## config.mk

```make
export PLATFORM = sky130hd
export DESIGN_NAME = updown_counter
export DESIGN_NICKNAME = d
export VERILOG_FILES = /design/src/rtl/counter_pkg.sv /design/src/rtl/counter_next.sv /design/src/rtl/updown_counter.sv
export SDC_FILE = /design/constraint.sdc
export NUM_CORES = 1
export LEC_CHECK = 0
export ABC_AREA = 1
export ABC_CLOCK_PERIOD_IN_PS = 1400
export CAP_MARGIN = 20
export CORE_MARGIN = 2
export CORE_UTILIZATION = 25
export DETAILED_ROUTE_END_ITERATION = 10
export SETUP_SLACK_MARGIN = 0.5
export SYNTH_ARGS = -nofsm -noshare
export SYNTH_HDL_FRONTEND = slang
export SYNTH_HIERARCHICAL = 1
export SYNTH_SLANG_ARGS = --single-unit
```

## constraint.sdc

```tcl
create_clock -name clk -period 1.4 [get_ports clk]
set_input_delay 0.21 -clock clk [delete_from_list [all_inputs] [get_ports clk]]
set_output_delay 0.21 -clock clk [all_outputs]
set_load 0.1 [all_outputs]
```

## src/rtl/counter_pkg.sv

```systemverilog
// Shared constants for the up/down counter slice: direction and range-end mode encodings.
package counter_pkg;

  typedef enum logic {
    DIR_DOWN = 1'b0,
    DIR_UP   = 1'b1
  } dir_e;

  typedef enum logic {
    MODE_WRAP = 1'b0,
    MODE_SAT  = 1'b1
  } mode_e;

endpackage : counter_pkg

```

## src/rtl/counter_next.sv

```systemverilog
// Combinational next-count logic for updown_counter.
// Saturate mode is compiled in only when UPDOWN_COUNTER_SAT_EN is defined;
// otherwise sat_mode is ignored and the counter always wraps.
module counter_next
  import counter_pkg::*;
#(
  parameter int unsigned     WIDTH   = 4,
  parameter longint unsigned MODULUS = 16
) (
  input  logic [WIDTH-1:0] cnt,
  input  logic             up,
  input  logic             sat_mode,
  output logic [WIDTH-1:0] next_cnt,
  output logic             wrap_evt
);

  localparam logic [WIDTH-1:0] MAX_CNT = WIDTH'(MODULUS - 1);

  logic sat;

`ifdef UPDOWN_COUNTER_SAT_EN
  assign sat = (sat_mode == MODE_SAT);
`else
  logic unused_sat_mode;
  assign unused_sat_mode = sat_mode;
  assign sat             = 1'b0;
`endif

  // One step in the selected direction, wrapping or saturating at the range ends.
  always_comb begin
    next_cnt = cnt;
    wrap_evt = 1'b0;
    if (up == DIR_UP) begin
      if (cnt == MAX_CNT) begin
        if (!sat) begin
          next_cnt = '0;
          wrap_evt = 1'b1;
        end
      end else begin
        next_cnt = cnt + WIDTH'(1);
      end
    end else begin
      if (cnt == '0) begin
        if (!sat) begin
          next_cnt = MAX_CNT;
          wrap_evt = 1'b1;
        end
      end else begin
        next_cnt = cnt - WIDTH'(1);
      end
    end
  end

endmodule : counter_next

```

## src/rtl/updown_counter.sv

```systemverilog
// Modulo up/down counter with parallel load, terminal-count flag and wrap pulse.
// Optional saturate mode is enabled by defining UPDOWN_COUNTER_SAT_EN.
module updown_counter
  import counter_pkg::*;
#(
  parameter int unsigned     WIDTH   = 4,
  parameter longint unsigned MODULUS = 16
) (
  input  logic             clk,
  input  logic             rst,
  input  logic             en,
  input  logic             up,
  input  logic             load,
  input  logic [WIDTH-1:0] load_val,
  input  logic             sat_mode,
  output logic [WIDTH-1:0] cnt,
  output logic             tc,
  output logic             wrap
);

  localparam logic [WIDTH-1:0] MAX_CNT = WIDTH'(MODULUS - 1);

  logic [WIDTH-1:0] cnt_q, cnt_d;
  logic             wrap_q, wrap_d;
  logic [WIDTH-1:0] step_cnt;
  logic             step_wrap;

  counter_next #(
    .WIDTH   (WIDTH),
    .MODULUS (MODULUS)
  ) u_next (
    .cnt      (cnt_q),
    .up       (up),
    .sat_mode (sat_mode),
    .next_cnt (step_cnt),
    .wrap_evt (step_wrap)
  );

  // Load (clamped to the top of the range) beats count enable; otherwise hold.
  always_comb begin
    cnt_d  = cnt_q;
    wrap_d = wrap_q;
    if (load) begin
      cnt_d  = (load_val > MAX_CNT) ? MAX_CNT : load_val;
      wrap_d = 1'b0;
    end else if (en) begin
      cnt_d  = step_cnt;
      wrap_d = step_wrap;
    end
  end

  // Count and wrap registers with synchronous reset overriding everything.
  always_ff @(posedge clk) begin
    if (rst) begin
      cnt_q  <= '0;
      wrap_q <= 1'b0;
    end else begin
      cnt_q  <= cnt_d;
      wrap_q <= wrap_d;
    end
  end

  assign tc   = en & ~load & (((up == DIR_UP) & (cnt_q == MAX_CNT)) |
                              ((up == DIR_DOWN) & (cnt_q == '0)));
  assign cnt  = cnt_q;
  assign wrap = wrap_q;

endmodule : updown_counter

```

==> flow_summary.toml, run 1 <==
[worst_setup_path]
r2r_start = "cnt[0]$_SDFFE_PP0P_"
reg2regPathDepth = 11
crit_fanout = 5
slowest_delay_ps = 360
critPathLaunchType = "flip-flop"
r2r-end = "cnt[3]$_SDFFE_PP0P_"
worst_path_max_delay_cell = "dfxtp_4"
rrSetupSlack_ps = 60
cp_common_cell = "nand2_1"
endpoint_kind = "output port"
arrival_ps = 1160
path_class = "reg -> out"
required_ps = 1190
path_buf_inv = 1
cp_top_family = "simple AND/OR/NAND/NOR gates"
path_depth = 6
worstPathCellList = "nor2_1, nand2_1, nand2_1, nand2_2, nor2_4, buf_12"

[synth]
seq_area_frac_synth = 0.228
ys_warn_count = 6
synth_mux_area_frac = 0
ys_ff_latch = 5
syn-cell-area_sq_um = 439
synth_fa_ha_area_frac = 0.0570
avgSynthCellArea_sq_um = 5.63
synthXorXnorAreaFrac = 0.0399
synth_cells = 78
synth_top_family_by_area = "simple AND/OR/NAND/NOR gates"
synth_nets = 90
ys_types = 15
synth_compound_area_frac = 0.0598
synth_simple_gate_area_share = 0.496

[cts]
htreeDepth = 1
cts_tree = "done"
cts-root-buf = "clkbuf_4"
cts.path.max_buffers = 2
clk_transition_reported_paths_ps = 40
cts_sinks = 5
clkLatencyLatePin_ps = 230
cts_made_buffers = 3

[timing]
final.min_clock_period_ps = 1370
tns_ps = 0
fin_skew_ps = 1.30
timing.hold.ws_ps = 526
final.period_utilization = 0.978
slew_headroom = 0.820
max_freq_mhz = 730
slew_viol_final = 0
setup-violations-final = 0
hold_viol_final = 0
grt_setup_unrepaired = "true"
tightest_slew_ps = 269

[global_route]
grt_max_degree = 9
grt_pass1_wl_microns = 2250
grt_pass1_vias = 504
antenna_found_initial = 0
grtUsageTotal = 0.145
grt_overflow = 0

[floorplan]
die_w_microns = 45.9
dieArea_sq_um = 2110
io-pin-count = 16
coreArea_sq_um = 1690
rows = 15
die_y_microns = 45.9
initial_core_util = 0.260

[worst_hold_path]
hold_depth = 5
min-delay-start = "en"
min_to = "wrap$_SDFFE_PP0P_"
hp-class = "in -> reg"

[power]
pwr-share-comb = 0.514
power_density_nw_per_um2 = 752
p_switching_uw = 259
p_leak_nw = 0.443
netSwitchingFraction = 0.383
vdd_drop_max_v = 0.000393
intPower_uw = 419
seqPwrFrac = 0.249
clockPowerShare = 0.236

[placement]
portBuffers = 14
finalWeightedCongestion = 0.790
placed_cell_area_sq_um = 724
hpwl_microns = 833

[route]
vias_per_cell = 4.62
drc = 0
routed_wl_microns = 1380
first_pass_iters = 4
drt-initial-drc-count = 17
drtAntennaViolNets = 0
wl_per_cell_microns = 10.8
vias = 591

[layout]
multiInputGateArea_sq_um = 335
nNetsFinal = 124
drive_gt1_frac = 0.360
num-fill-cells = 169
syn2layout_area_growth_pct = 105
final_cell_mix = "24 x nand2_1, 12 x inv_1, 12 x nand3_1, 10 x buf_4, 9 x nor2_1"
postLayoutCellArea_sq_um = 902
final_common_cell = "nand2_1"
register_area_sq_um = 116
antenna_cells = 0

[status]
outcome = "completed"

[run]
drv_cap = 0
stage by stage:
step	instances	worst slack (ps)	utilization	power [mW]
finish	128	30.2	0.534	0.678
global route	128	-43.1	0.534	0.722
CTS	125	25.9	0.510	0.667
detailed placement	114	-40.9	0.429	0.448
global placement	114	-45.6	0.429	0.444
floorplan	78	-83.5	-	0.339
registers in the layout, indices dropped and copies added, names as in the netlist:
signal	count
cnt	4
wrap	1
metal layers:
layer	up-vias	GRT usage	share of wire
li1	308	-	-
met1	261	0.200	0.43
met2	20	0.231	0.53
met3	2	0.00397	0.033
met4	0	0.0686	0.012
met5	-	0	0
synth_stat cells:
master	instances	area share
nand2_1	25	0.21
nand3_1	12	0.14
xnor2_1	1	0.020
nand3_2	1	0.023
a21oi_2	1	0.020
ha_1	2	0.057
a21oi_1	1	0.011
o211ai_1	1	0.017
nand4_1	2	0.028
inv_1	13	0.11
xor2_1	1	0.020
o21ai_0	1	0.011
inv_2	1	0.0085
nor2_1	11	0.094
dfxtp_1	5	0.23
cells by family after synthesis:
family / after synthesis
AND/OR/NAND/NOR: 51
buffers and inverters: 14
flip-flops: 5
AO/OA/AOI/OAI: 4
XOR/XNOR: 2
adder cells (fa/ha/maj): 2
worst register-to-register path, delay by kind of cell (launching register included):
kind,cells,cell delay (ps)
buffers and inverters,3,200
AO/OA/AOI/OAI,1,120
flip-flops,1,380
adder cells (fa/ha/maj),1,160
AND/OR/NAND/NOR,6,390
power by group through the flow:
| stage | Sequential, mW | Combinational (mW) | Clock (mW) |
|---|---|---|---|
| detailed placement | 0.186 | 0.262 | 0 |
| global placement | 0.184 | 0.260 | 0 |
| global route | 0.170 | 0.372 | 0.180 |
| floorplan | 0.245 | 0.0940 | 0 |
| CTS | 0.168 | 0.328 | 0.171 |
| finish | 0.169 | 0.349 | 0.160 |
repair_timing:
action                                  CTS  global route
resized for setup                        13             5
endpoints found under the setup margin   11            11
pin swaps                                15             8
hold buffers                              0             0
endpoints found under the hold margin     0             0
buffers inserted                          7             3
area by class of cell:
cell class | instances | share of cell area
tap | 17 | 0.0236
timing repair buffer | 29 | 0.374
sequential | 5 | 0.129
clock buffer | 4 | 0.0291
multi-input combinational | 59 | 0.372
inverter | 14 | 0.0721
how the worst max path moves through the flow:
stage / startpoint / to / slack [ps]
floorplan: cnt[1]$_SDFFE_PP0P_ / tc / -80
global placement: up / cnt[2]$_SDFFE_PP0P_ / -50
detailed placement: up / cnt[2]$_SDFFE_PP0P_ / -40
CTS: cnt[0]$_SDFFE_PP0P_ / tc / 30
global route: cnt[3]$_SDFFE_PP0P_ / tc / -40
finish: cnt[0]$_SDFFE_PP0P_ / tc / 30
(Power assumes the default switching activity.)
==> inputs of run 2 (changes only) <==
--- a/config.mk
+++ b/config.mk
@@ -8,9 +8,10 @@
 export ABC_AREA = 1
 export ABC_CLOCK_PERIOD_IN_PS = 1400
 export CAP_MARGIN = 20
-export CORE_MARGIN = 2
-export CORE_UTILIZATION = 25
+export CORE_AREA = 2 2 39 41
 export DETAILED_ROUTE_END_ITERATION = 10
+export DIE_AREA = 0 0 41 43
+export RECOVER_POWER = 100
 export SETUP_SLACK_MARGIN = 0.5
 export SYNTH_ARGS = -nofsm -noshare
 export SYNTH_HDL_FRONTEND = slang
==> run 2 against run 1 <==
Against the previous run:
- flip-flop and latch count unchanged
- total power decreased by 5.8%
- clock power about the same
- sequential share of layout area increased by 1.4 points
- die area decreased by 16%
- largest power group unchanged
==> flow_summary.toml, run 2 (synthesis gave the netlist of run 1 again) <==
[global_route]
antenna_found_initial = 0
grt_max_degree = 8
grt_pass1_vias = 532
grt_overflow = 0
grt_pass1_wl_microns = 2170
grtUsageTotal = 0.180

[floorplan]
initial_core_util = 0.317
io-pin-count = 16
coreArea_sq_um = 1380
dieArea_sq_um = 1760
rows = 14
die_y_microns = 43
die_w_microns = 41

[worst_setup_path]
worst_path_max_delay_cell = "dfxtp_4"
worstPathCellList = "nor2_1, nand2_1, nand2_1, nand2_2, nor2_4, buf_12"
cp_common_cell = "nand2_1"
slowest_delay_ps = 350
arrival_ps = 1170
path_class = "reg -> out"
critPathLaunchType = "flip-flop"
crit_fanout = 4
required_ps = 1190
endpoint_kind = "output port"

[worst_hold_path]
hp-class = "in -> reg"

[layout]
postLayoutCellArea_sq_um = 813
largest_reg_flops = 4
fin_util = 0.588
num-fill-cells = 125
final_cells = 127
final_common_cell = "nand2_1"
final_cell_mix = "24 x nand2_1, 12 x nand3_1, 12 x buf_4, 11 x inv_1, 9 x nor2_1"
nNetsFinal = 124
antenna_cells = 0
drive_gt1_frac = 0.360
syn2layout_area_growth_pct = 85.2

[timing]
setup_ws_ps = 17.9
tightest_slew_ps = 538
hold_viol_final = 0
grt_setup_unrepaired = "true"
slew_viol_final = 0
final.min_clock_period_ps = 1380
setup-violations-final = 0
fin_skew_ps = 3.15
final.period_utilization = 0.987
slew_headroom = 0.643
tns_ps = 0
max_freq_mhz = 724

[placement]
dp.cells = 112
placed_cell_area_sq_um = 716
pre_cts_slack_ps = -70.1
finalWeightedCongestion = 0.753
hpwl_microns = 823
portBuffers = 14

[cts]
clk_transition_reported_paths_ps = 40
cts_sinks = 5
cts_made_buffers = 3
cts_tree = "done"
cts-root-buf = "clkbuf_4"
cts.path.max_buffers = 2
clkLatencyLatePin_ps = 240
cts-hold-fix-buffers = 0
htreeDepth = 1

[power]
p_switching_uw = 251
power_density_nw_per_um2 = 785
vdd_drop_max_v = 0.000465
seqPwrFrac = 0.259
p_leak_nw = 0.419
clockPowerShare = 0.256
intPower_uw = 388
netSwitchingFraction = 0.392
pwr-share-comb = 0.485

[route]
first_pass_iters = 4
drt-initial-drc-count = 23
vias = 606
routed_wl_microns = 1240
drtAntennaViolNets = 0
vias_per_cell = 4.77
wl_per_cell_microns = 9.72
drc = 0

[run]
drv_cap = 0

[status]
outcome = "completed"
==> run 2: cell count changes in the layout (fill, tap and decap cells not counted) <==
cell and change:
buf_6 +1, a21oi_2 -1, clkbuf_2 +1, inv_1 -1, clkinv_8 -1, buf_12 -6
inv_4 +1, buf_4 +2, a21oi_1 +1, inv_2 +1, clkbuf_4 +2
==> run 2: cell type report <==
class / count / area [sq um] / share of cell area
inverters: 14 / 55.1 / 0.0677
well taps: 16 / 20.0 / 0.0246
flip-flops and latches: 5 / 116 / 0.143
multi-input cells: 59 / 332 / 0.408
repair buffers: 29 / 264 / 0.325
clock buffers: 4 / 26.3 / 0.0323
==> run 2: worst paths after layout <==
check	from	end	slack [ps]	depth (start not counted)
max	cnt[1]$_SDFFE_PP0P_	tc	20	6
min	en	wrap$_SDFFE_PP0P_	510	5
max reg2reg	cnt[0]$_SDFFE_PP0P_	cnt[3]$_SDFFE_PP0P_	50	11
min reg2reg	wrap$_SDFFE_PP0P_	wrap$_SDFFE_PP0P_	550	2
==> run 2: timing repair <==
item                                    in CTS  in global routing
endpoints found under the setup margin      11                 11
setup buffers                               10                  1
pin swaps                                    9                  3
resized for setup                           12                  3
==> run 2: stage by stage <==
| stage | total power, mW | hold WS [ps] |
|---|---|---|
| finish | 0.638 | 514 |
| global placement | 0.444 | 560 |
| global route | 0.687 | 539 |
| CTS | 0.662 | 509 |
| floorplan | 0.339 | 375 |
| detailed placement | 0.446 | 557 |
==> run 2: power by group through the flow <==
stage               clock, mW  combinational (mW)  sequential [mW]
floorplan                   0              0.0940            0.245
global placement            0               0.259            0.185
detailed placement          0               0.260            0.186
CTS                     0.171               0.325            0.166
global route            0.186               0.334            0.167
finish                  0.163               0.309            0.166
==> run 2: layer usage <==
layer | global-route usage | vias up | part of all wire
met2 | 0.269 | 29 | 0.47
met5 | 0 | - | 0
met4 | 0.0400 | 0 | 0.012
li1 | - | 311 | -
met1 | 0.232 | 264 | 0.44
met3 | 0.0785 | 2 | 0.075
==> run 2: worst max-delay path, delay by kind of cell, from the launching register on <==
family        cells  cell delay [ps]
buf+inv           1              180
flops             1              350
simple gates      5              410
==> inputs of run 3 (changes only) <==
--- a/config.mk
+++ b/config.mk
@@ -11,6 +11,7 @@
 export CORE_AREA = 2 2 39 41
 export DETAILED_ROUTE_END_ITERATION = 10
 export DIE_AREA = 0 0 41 43
+export HOLD_SLACK_MARGIN = 0.02
 export RECOVER_POWER = 100
 export SETUP_SLACK_MARGIN = 0.5
 export SYNTH_ARGS = -nofsm -noshare
==> results of run 3 <==
Same layout as run 2: the final DEF is identical, and so are final timing and power.
